$ cat src/rtl/panda_risc_v_test_mon_pkg.sv
// Shared types and constants for the RISC-V test-completion monitor.
package panda_risc_v_test_mon_pkg;

  // Monitor life cycle: wait for start, watch the core, let the result settle, report.
  typedef enum logic [2:0] {
    ST_IDLE,
    ST_RUN,
    ST_SETTLE,
    ST_DONE,
    ST_TMO
  } mon_state_e;

  // Register indices used by the riscv-tests end-of-test convention.
  localparam logic [4:0] REG_TESTNUM = 5'd3;   // gp: current test number
  localparam logic [4:0] REG_END     = 5'd26;  // s10: written with 1 at end of test
  localparam logic [4:0] REG_RESULT  = 5'd27;  // s11: 1 means pass

endpackage

$ cat src/rtl/panda_risc_v_test_mon_shadow.sv
// Three-entry shadow of x3, x26 and x27, snooped from the EXU writeback port.
// end_hit flags, in the same cycle as the strobe, a write of exactly 1 to x26.
module panda_risc_v_test_mon_shadow
  import panda_risc_v_test_mon_pkg::*;
(
  input  logic        clk,
  input  logic        rst,
  input  logic        clr,
  input  logic        rf_wen,
  input  logic [4:0]  rf_waddr,
  input  logic [31:0] rf_wdat,
  output logic [31:0] testnum,
  output logic [31:0] result,
  output logic        end_hit
);

  logic        wr_testnum;
  logic        wr_end;
  logic        wr_result;
  logic [31:0] end_q;
  logic [31:0] end_nxt;

  // Decode which shadow, if any, the current writeback targets; x0 and others fall through.
  always_comb begin
    wr_testnum = rf_wen && (rf_waddr == REG_TESTNUM);
    wr_end     = rf_wen && (rf_waddr == REG_END);
    wr_result  = rf_wen && (rf_waddr == REG_RESULT);
    end_nxt    = wr_end ? rf_wdat : end_q;
    end_hit    = wr_end && (end_nxt == 32'h1);
  end

  // Shadow registers: cleared by reset or restart, otherwise follow matching writes.
  // NOTE: sequential state uses non-blocking assignments so every flop samples pre-edge values.
  always_ff @(posedge clk or posedge rst) begin
    if (rst) begin
      testnum <= '0;
      end_q   <= '0;
      result  <= '0;
    end else if (clr) begin
      testnum <= '0;
      end_q   <= '0;
      result  <= '0;
    end else begin
      if (wr_testnum) testnum <= rf_wdat;
      if (wr_result)  result  <= rf_wdat;
      end_q <= end_nxt;
    end
  end

endmodule

$ cat src/rtl/panda_risc_v_test_mon.sv
// Test-completion monitor: watches register writeback for the end-of-test marker,
// waits for the result to settle, then latches pass/fail or a timeout.
// Optional feature macro: PANDA_TEST_MON_CYCLE_CNT_EN builds the run_cycles counter.
module panda_risc_v_test_mon
  import panda_risc_v_test_mon_pkg::*;
#(
  parameter int unsigned SETTLE_CYCLES    = 10,
  parameter int unsigned TIMEOUT_CYCLES   = 1000000,
  parameter int          simulation_delay = 1
) (
  input  logic        clk,
  input  logic        rst,
  input  logic        mon_en,
  input  logic        mon_clr,
  input  logic        rf_wen,
  input  logic [4:0]  rf_waddr,
  input  logic [31:0] rf_wdat,
  output logic        test_done,
  output logic        test_pass,
  output logic        test_timeout,
  output logic [31:0] fail_testnum,
  output logic [31:0] run_cycles
);

  localparam logic [15:0] SETTLE_LAST = 16'(SETTLE_CYCLES - 1);
  localparam logic [31:0] RUN_LAST    = 32'(TIMEOUT_CYCLES - 1);
  localparam bit          TMO_EN      = (TIMEOUT_CYCLES != 0);

  // Register update delays are a simulation-only notion; the synthesizable model has none.
  if (simulation_delay < 0) begin : g_neg_delay
  end

  mon_state_e  state;
  mon_state_e  state_nxt;
  logic [31:0] run_cnt;
  logic [15:0] settle_cnt;
  logic [31:0] sh_testnum;
  logic [31:0] sh_result;
  logic        end_hit;

  panda_risc_v_test_mon_shadow u_shadow (
    .clk      (clk),
    .rst      (rst),
    .clr      (mon_clr),
    .rf_wen   (rf_wen),
    .rf_waddr (rf_waddr),
    .rf_wdat  (rf_wdat),
    .testnum  (sh_testnum),
    .result   (sh_result),
    .end_hit  (end_hit)
  );

  // State register.
  always_ff @(posedge clk or posedge rst) begin
    if (rst) state <= ST_IDLE;
    else     state <= state_nxt;
  end

  // Next-state logic; the end marker beats the timeout, and restart beats everything.
  // NOTE: state_nxt gets a default before the case so no path can infer a latch.
  always_comb begin
    state_nxt = state;
    unique case (state)
      ST_IDLE:   if (mon_en) state_nxt = ST_RUN;
      ST_RUN: begin
        if (end_hit)                             state_nxt = ST_SETTLE;
        else if (TMO_EN && (run_cnt == RUN_LAST)) state_nxt = ST_TMO;
      end
      ST_SETTLE: if (settle_cnt == SETTLE_LAST) state_nxt = ST_DONE;
      ST_DONE:   state_nxt = ST_DONE;
      ST_TMO:    state_nxt = ST_TMO;
      default:   state_nxt = ST_IDLE;
    endcase
    if (mon_clr) state_nxt = ST_IDLE;
  end

  // Phase counters and result latches; results are written only on entry to DONE/TMO.
  always_ff @(posedge clk or posedge rst) begin
    if (rst) begin
      run_cnt      <= '0;
      settle_cnt   <= '0;
      test_done    <= 1'b0;
      test_pass    <= 1'b0;
      test_timeout <= 1'b0;
      fail_testnum <= '0;
    end else if (mon_clr) begin
      run_cnt      <= '0;
      settle_cnt   <= '0;
      test_done    <= 1'b0;
      test_pass    <= 1'b0;
      test_timeout <= 1'b0;
      fail_testnum <= '0;
    end else begin
      if ((state == ST_RUN) && (state_nxt == ST_RUN))
        run_cnt <= (run_cnt != '1) ? run_cnt + 32'd1 : run_cnt;
      else
        run_cnt <= '0;

      if ((state == ST_SETTLE) && (state_nxt == ST_SETTLE))
        settle_cnt <= settle_cnt + 16'd1;
      else
        settle_cnt <= '0;

      if ((state == ST_SETTLE) && (state_nxt == ST_DONE)) begin
        test_done    <= 1'b1;
        test_pass    <= (sh_result == 32'h1);
        fail_testnum <= sh_testnum;
      end

      if ((state == ST_RUN) && (state_nxt == ST_TMO)) begin
        test_done    <= 1'b1;
        test_timeout <= 1'b1;
        test_pass    <= 1'b0;
        fail_testnum <= sh_testnum;
      end
    end
  end

`ifdef PANDA_TEST_MON_CYCLE_CNT_EN
  logic [31:0] cycle_cnt;

  // Saturating count of cycles spent in RUN or SETTLE; frozen once the result is latched.
  always_ff @(posedge clk or posedge rst) begin
    if (rst)
      cycle_cnt <= '0;
    else if (mon_clr)
      cycle_cnt <= '0;
    else if (((state == ST_RUN) || (state == ST_SETTLE)) && (cycle_cnt != '1))
      cycle_cnt <= cycle_cnt + 32'd1;
  end

  assign run_cycles = cycle_cnt;
`else
  assign run_cycles = '0;
`endif

endmodule

$ cat config.mk
export PLATFORM = sky130hd
export DESIGN_NAME = panda_risc_v_test_mon
export DESIGN_NICKNAME = d
export VERILOG_FILES = /design/src/rtl/panda_risc_v_test_mon_pkg.sv /design/src/rtl/panda_risc_v_test_mon_shadow.sv /design/src/rtl/panda_risc_v_test_mon.sv
export SDC_FILE = /design/constraint.sdc
export NUM_CORES = 1
export LEC_CHECK = 0
export ABC_AREA = 1
export CAP_MARGIN = 20
export CORE_MARGIN = 10
export CORE_UTILIZATION = 50
export CTS_CLUSTER_DIAMETER = 80
export DETAILED_ROUTE_END_ITERATION = 8
export PLACE_DENSITY = 0.7
export SLEW_MARGIN = 20
export SYNTH_ARGS = -nofsm -noshare
export SYNTH_HDL_FRONTEND = slang
export SYNTH_SLANG_ARGS = --single-unit
$ cat constraint.sdc
create_clock -name clk -period 8.65 [get_ports clk]
set_clock_uncertainty 0.1 [all_clocks]
set_input_delay 1.2975 -clock clk [delete_from_list [all_inputs] [get_ports clk]]
set_output_delay 1.2975 -clock clk [all_outputs]
set_load 0.05 [all_outputs]
==> run_results.csv <==
group,metric,value,unit
detailed_routing,drt-total-wl,20770,microns
layout,final_core_util,58.87,%
status,status,"finished, final reports clean",
power_and_ir_drop,power_density,178.1,nW/um^2
die,rows,48,
worst_hold_path,holdCritPathClass,"flip-flop to flip-flop",
logic_synthesis,synthDominantCellAreaShare,50.46,%
clock_network,clock_latency,0.43,ns
die,die_area,23600,sq um
logic_synthesis,yosys.area.top_type,"dfrtp_1",
layout,fin_nets,1260,
sta,fmax,184.1,MHz
setup_path,r2r_cells,11,
logic_synthesis,synthXorXnorAreaFrac,2.649,%
power_and_ir_drop,switchingPower,501.0,uW
power_and_ir_drop,internal_power,1.325,mW
logic_synthesis,yosys.area_share.simple,29.86,%
detailed_routing,drc,0,
die,start_util,51.25,%
logic_synthesis,yosysWarnings,0,
setup_path,setup.worst_path.start_class,"input port",
layout,layout-area-overhead-vs-synth,14.87,%
layout,drive_gt1_share,4.072,%
layout,instances_no_fill,1453,
power_and_ir_drop,p_leak,5.052,nW
power_and_ir_drop,swShare,27.44,%
place,placed_area,9643,sq um
clock_network,clock_tree.root_cell,"clkbuf_16",
logic_synthesis,synth-seq-area-share,50.46,%
power_and_ir_drop,power_frac_comb,10.5,%
setup_path,cp_max_fo,33,
setup_path,cp.required,8.87,ns
clock_network,clk_pin_slew,0.07,ns
sta,rsz0062_at_grt,"no",
logic_synthesis,synthCells,1162,
logic_synthesis,synth_compound_area_share,4.780,%
logic_synthesis,synth_top_family_by_area,"simple AND/OR/NAND/NOR gates",
place,hpwlAfterDp,14530,microns
detailed_routing,met3WireLength,1209,microns
setup_path,endpoint_kind,"flip-flop",
sta,tightest_slew,0.9071,ns
logic_synthesis,ys.flop_type,"dfrtp_1",
detailed_routing,vias,7187,
global_routing,grt_pass1_wl,34860,microns
logic_synthesis,synth_fa_ha_area_share,0.4205,%
power_and_ir_drop,irDropWorstVdd,149.7,uV
layout,final_area,10250,sq um
setup_path,timing.rr.start,"run_cnt[20]",
detailed_routing,dr.pass1.iters,5,
detailed_routing,via_per_inst,4.946,
global_routing,grt_max_degree,98,
power_and_ir_drop,p_total,1.826,mW
sta,slew_viol_final,0,
clock_network,hold_buffers,0,
logic_synthesis,synthMuxAreaShare,0.1121,%
global_routing,antenna_found_initial,0,
clock_network,h-tree-depth,4,
setup_path,arrival,5.65,ns
detailed_routing,drt.antenna.violating_nets,0,
logic_synthesis,synth_commonest_cells,"nand2_1, dfrtp_1, nor2_1",
logic_synthesis,netlist_area,8926,sq um
setup_path,timing.reg2reg.setup_slack,5.27,ns
die,dieHeight,153.6,microns
clock_network,cts_tree,"built",
clock_network,clock_path_buffers,2,
global_routing,grt_overflow_total,0,
clock_network,cts.sinks,180,
sta,slew_headroom,39.06,%
sta,setup_violations,0,
clock_network,cts_setup_buffers,0,
die,fp.dieW,153.6,microns
logic_synthesis,async_flop_share,100.0,%
sta,post-route-min-period,5.432,ns
place,port_buffers,76,
detailed_routing,met2_wirelength,9088,microns
worst_hold_path,holdPathEnd,"u_shadow.result[31]",
place,dp_cells,1420,
clock_network,post_cts_resize_count,0,
sta,worst_slack,3.218,ns
logic_synthesis,yosysMostFrequentCell,"nand2_1",
sta,hold_viol_final,0,
global_routing,grt_util_all_layers,17.57,%
sta,holdWs,0.3766,ns
layout,diodes,0,
place,place_ws,2.816,ns
detailed_routing,top_layer,"met4",
worst_hold_path,holdPathStages,2,
setup_path,r2r-end,"fail_testnum[4]",
sta,tns,0,ns
die,io_pins,109,
logic_synthesis,yosys-top-cells-area,"dfrtp_1, nand2_1, nor2_1, inv_1, nand3_1",
clock_network,cts_inserted_buffers,17,
setup_path,crit_type,"input port to flip-flop",
detailed_routing,wl_met1,10200,microns
logic_synthesis,synth.distinct_cells,37,
die,core_area,17420,sq um
logic_synthesis,syn_avg_cell_area,7.682,sq um
place,place.gp.congestion,0.8701,
power_and_ir_drop,power.share.sequential,48.2,%
sta,post-route-period-util,62.80,%
logic_synthesis,yosys_register_bits,180,
job,cap_viol_max_count,0,
detailed_routing,initialDrtViolationCount,670,
worst_hold_path,min-delay-start,"u_shadow.result[31]",
logic_synthesis,synth_edf_count,0,
power_and_ir_drop,pwr-share-clk,41.3,%
global_routing,first_global_vias,6792,
detailed_routing,avgRoutedWirePerCell,14.30,microns
## state kept, by name (all words and copies together), names as in the netlist
name and flops:
fail_testnum 32, run_cnt 32, settle_cnt 16, state 3, test_done 1, test_pass 1, test_timeout 1, u_shadow.end_q 30
u_shadow.result 32, u_shadow.testnum 32
## routing by layer
| layer | global-route usage, % | vias to the layer above |
|---|---|---|
| li1 | - | 3637 |
| met5 | 0 | - |
| met3 | 3.849 | 22 |
| met2 | 25.56 | 196 |
| met1 | 25.59 | 3332 |
| met4 | 5.128 | 0 |
## layout by cell type, fill, tap and decap left out, types with 3 or more instances in the layout
master and count:
inv_6 5, nand4_1 10, a21oi_1 7, nand2_1 315, clkdlybuf4s50_1 75, nor4_1 10, nor3_1 29, xor2_1 21
buf_4 4, clkinvlp_4 3, clkinv_4 4, conb_1 32, nand3b_1 4, nand3_1 90, inv_1 148, dfrtp_1 180
xnor2_1 6, nor2_1 171, clkbuf_16 17, ha_1 3, o21ai_0 64
## how the worst max path moves through the flow
stage / from / endpoint / slack (ns) / depth (start not counted)
after floorplan: rst / fail_testnum[0] / 2.37 / 1
after global placement: rf_waddr[1] / fail_testnum[7] / 2.88 / 16
after detailed placement: rf_waddr[1] / fail_testnum[4] / 2.82 / 16
after CTS: rf_waddr[1] / fail_testnum[4] / 3.26 / 16
after global routing: rf_waddr[1] / fail_testnum[23] / 2.74 / 16
final: rf_waddr[1] / fail_testnum[4] / 3.22 / 16
## critical path: stages
cell	delay [ns]
clkdlybuf4s50_1	0.52
inv_2	0.06
nor2_4	0.50
nand3_2	0.70
nand2_1	0.20
o21ai_1	0.10
nor2_1	0.12
nand2_1	0.05
nor2_1	0.18
nand2_1	0.10
nand2_1	0.12
nand2_2	0.11
a21oi_4	0.70
nand2_2	0.59
nand2_1	0.21
nand2_1	0.06
## cells by family (layout without fill, tap and decap cells)
logic type | after synthesis | count (layout)
AOI/OAI and AO/OA | 80 | 80
xor gates and xnor gates | 27 | 27
adders and majority gates | 3 | 3
buffers and inverters | 229 | 264
DFF | 180 | 180
muxes | 1 | 1
other | 1 | 32
and+or+nand+nor | 641 | 641
## final cells by class
class | instances | area [sq um]
clock buffers | 18 | 429.2
clock inverters | 14 | 145.1
fillers | 1607 | 7163
inverters | 150 | 568.0
multi-input cells | 784 | 3501
flip-flops and latches | 180 | 4504
well taps | 225 | 281.5
repair buffers | 82 | 824.5
## power by group through the flow
stage	combinational [mW]	sequential (mW)	clock, mW
after floorplan	0.124	0.914	0
after global placement	0.188	0.895	0
after detailed placement	0.190	0.896	0
after CTS	0.190	0.880	0.766
after global routing	0.212	0.883	0.801
final	0.192	0.880	0.754
No activity file was read; power rests on OpenSTA's default activity.
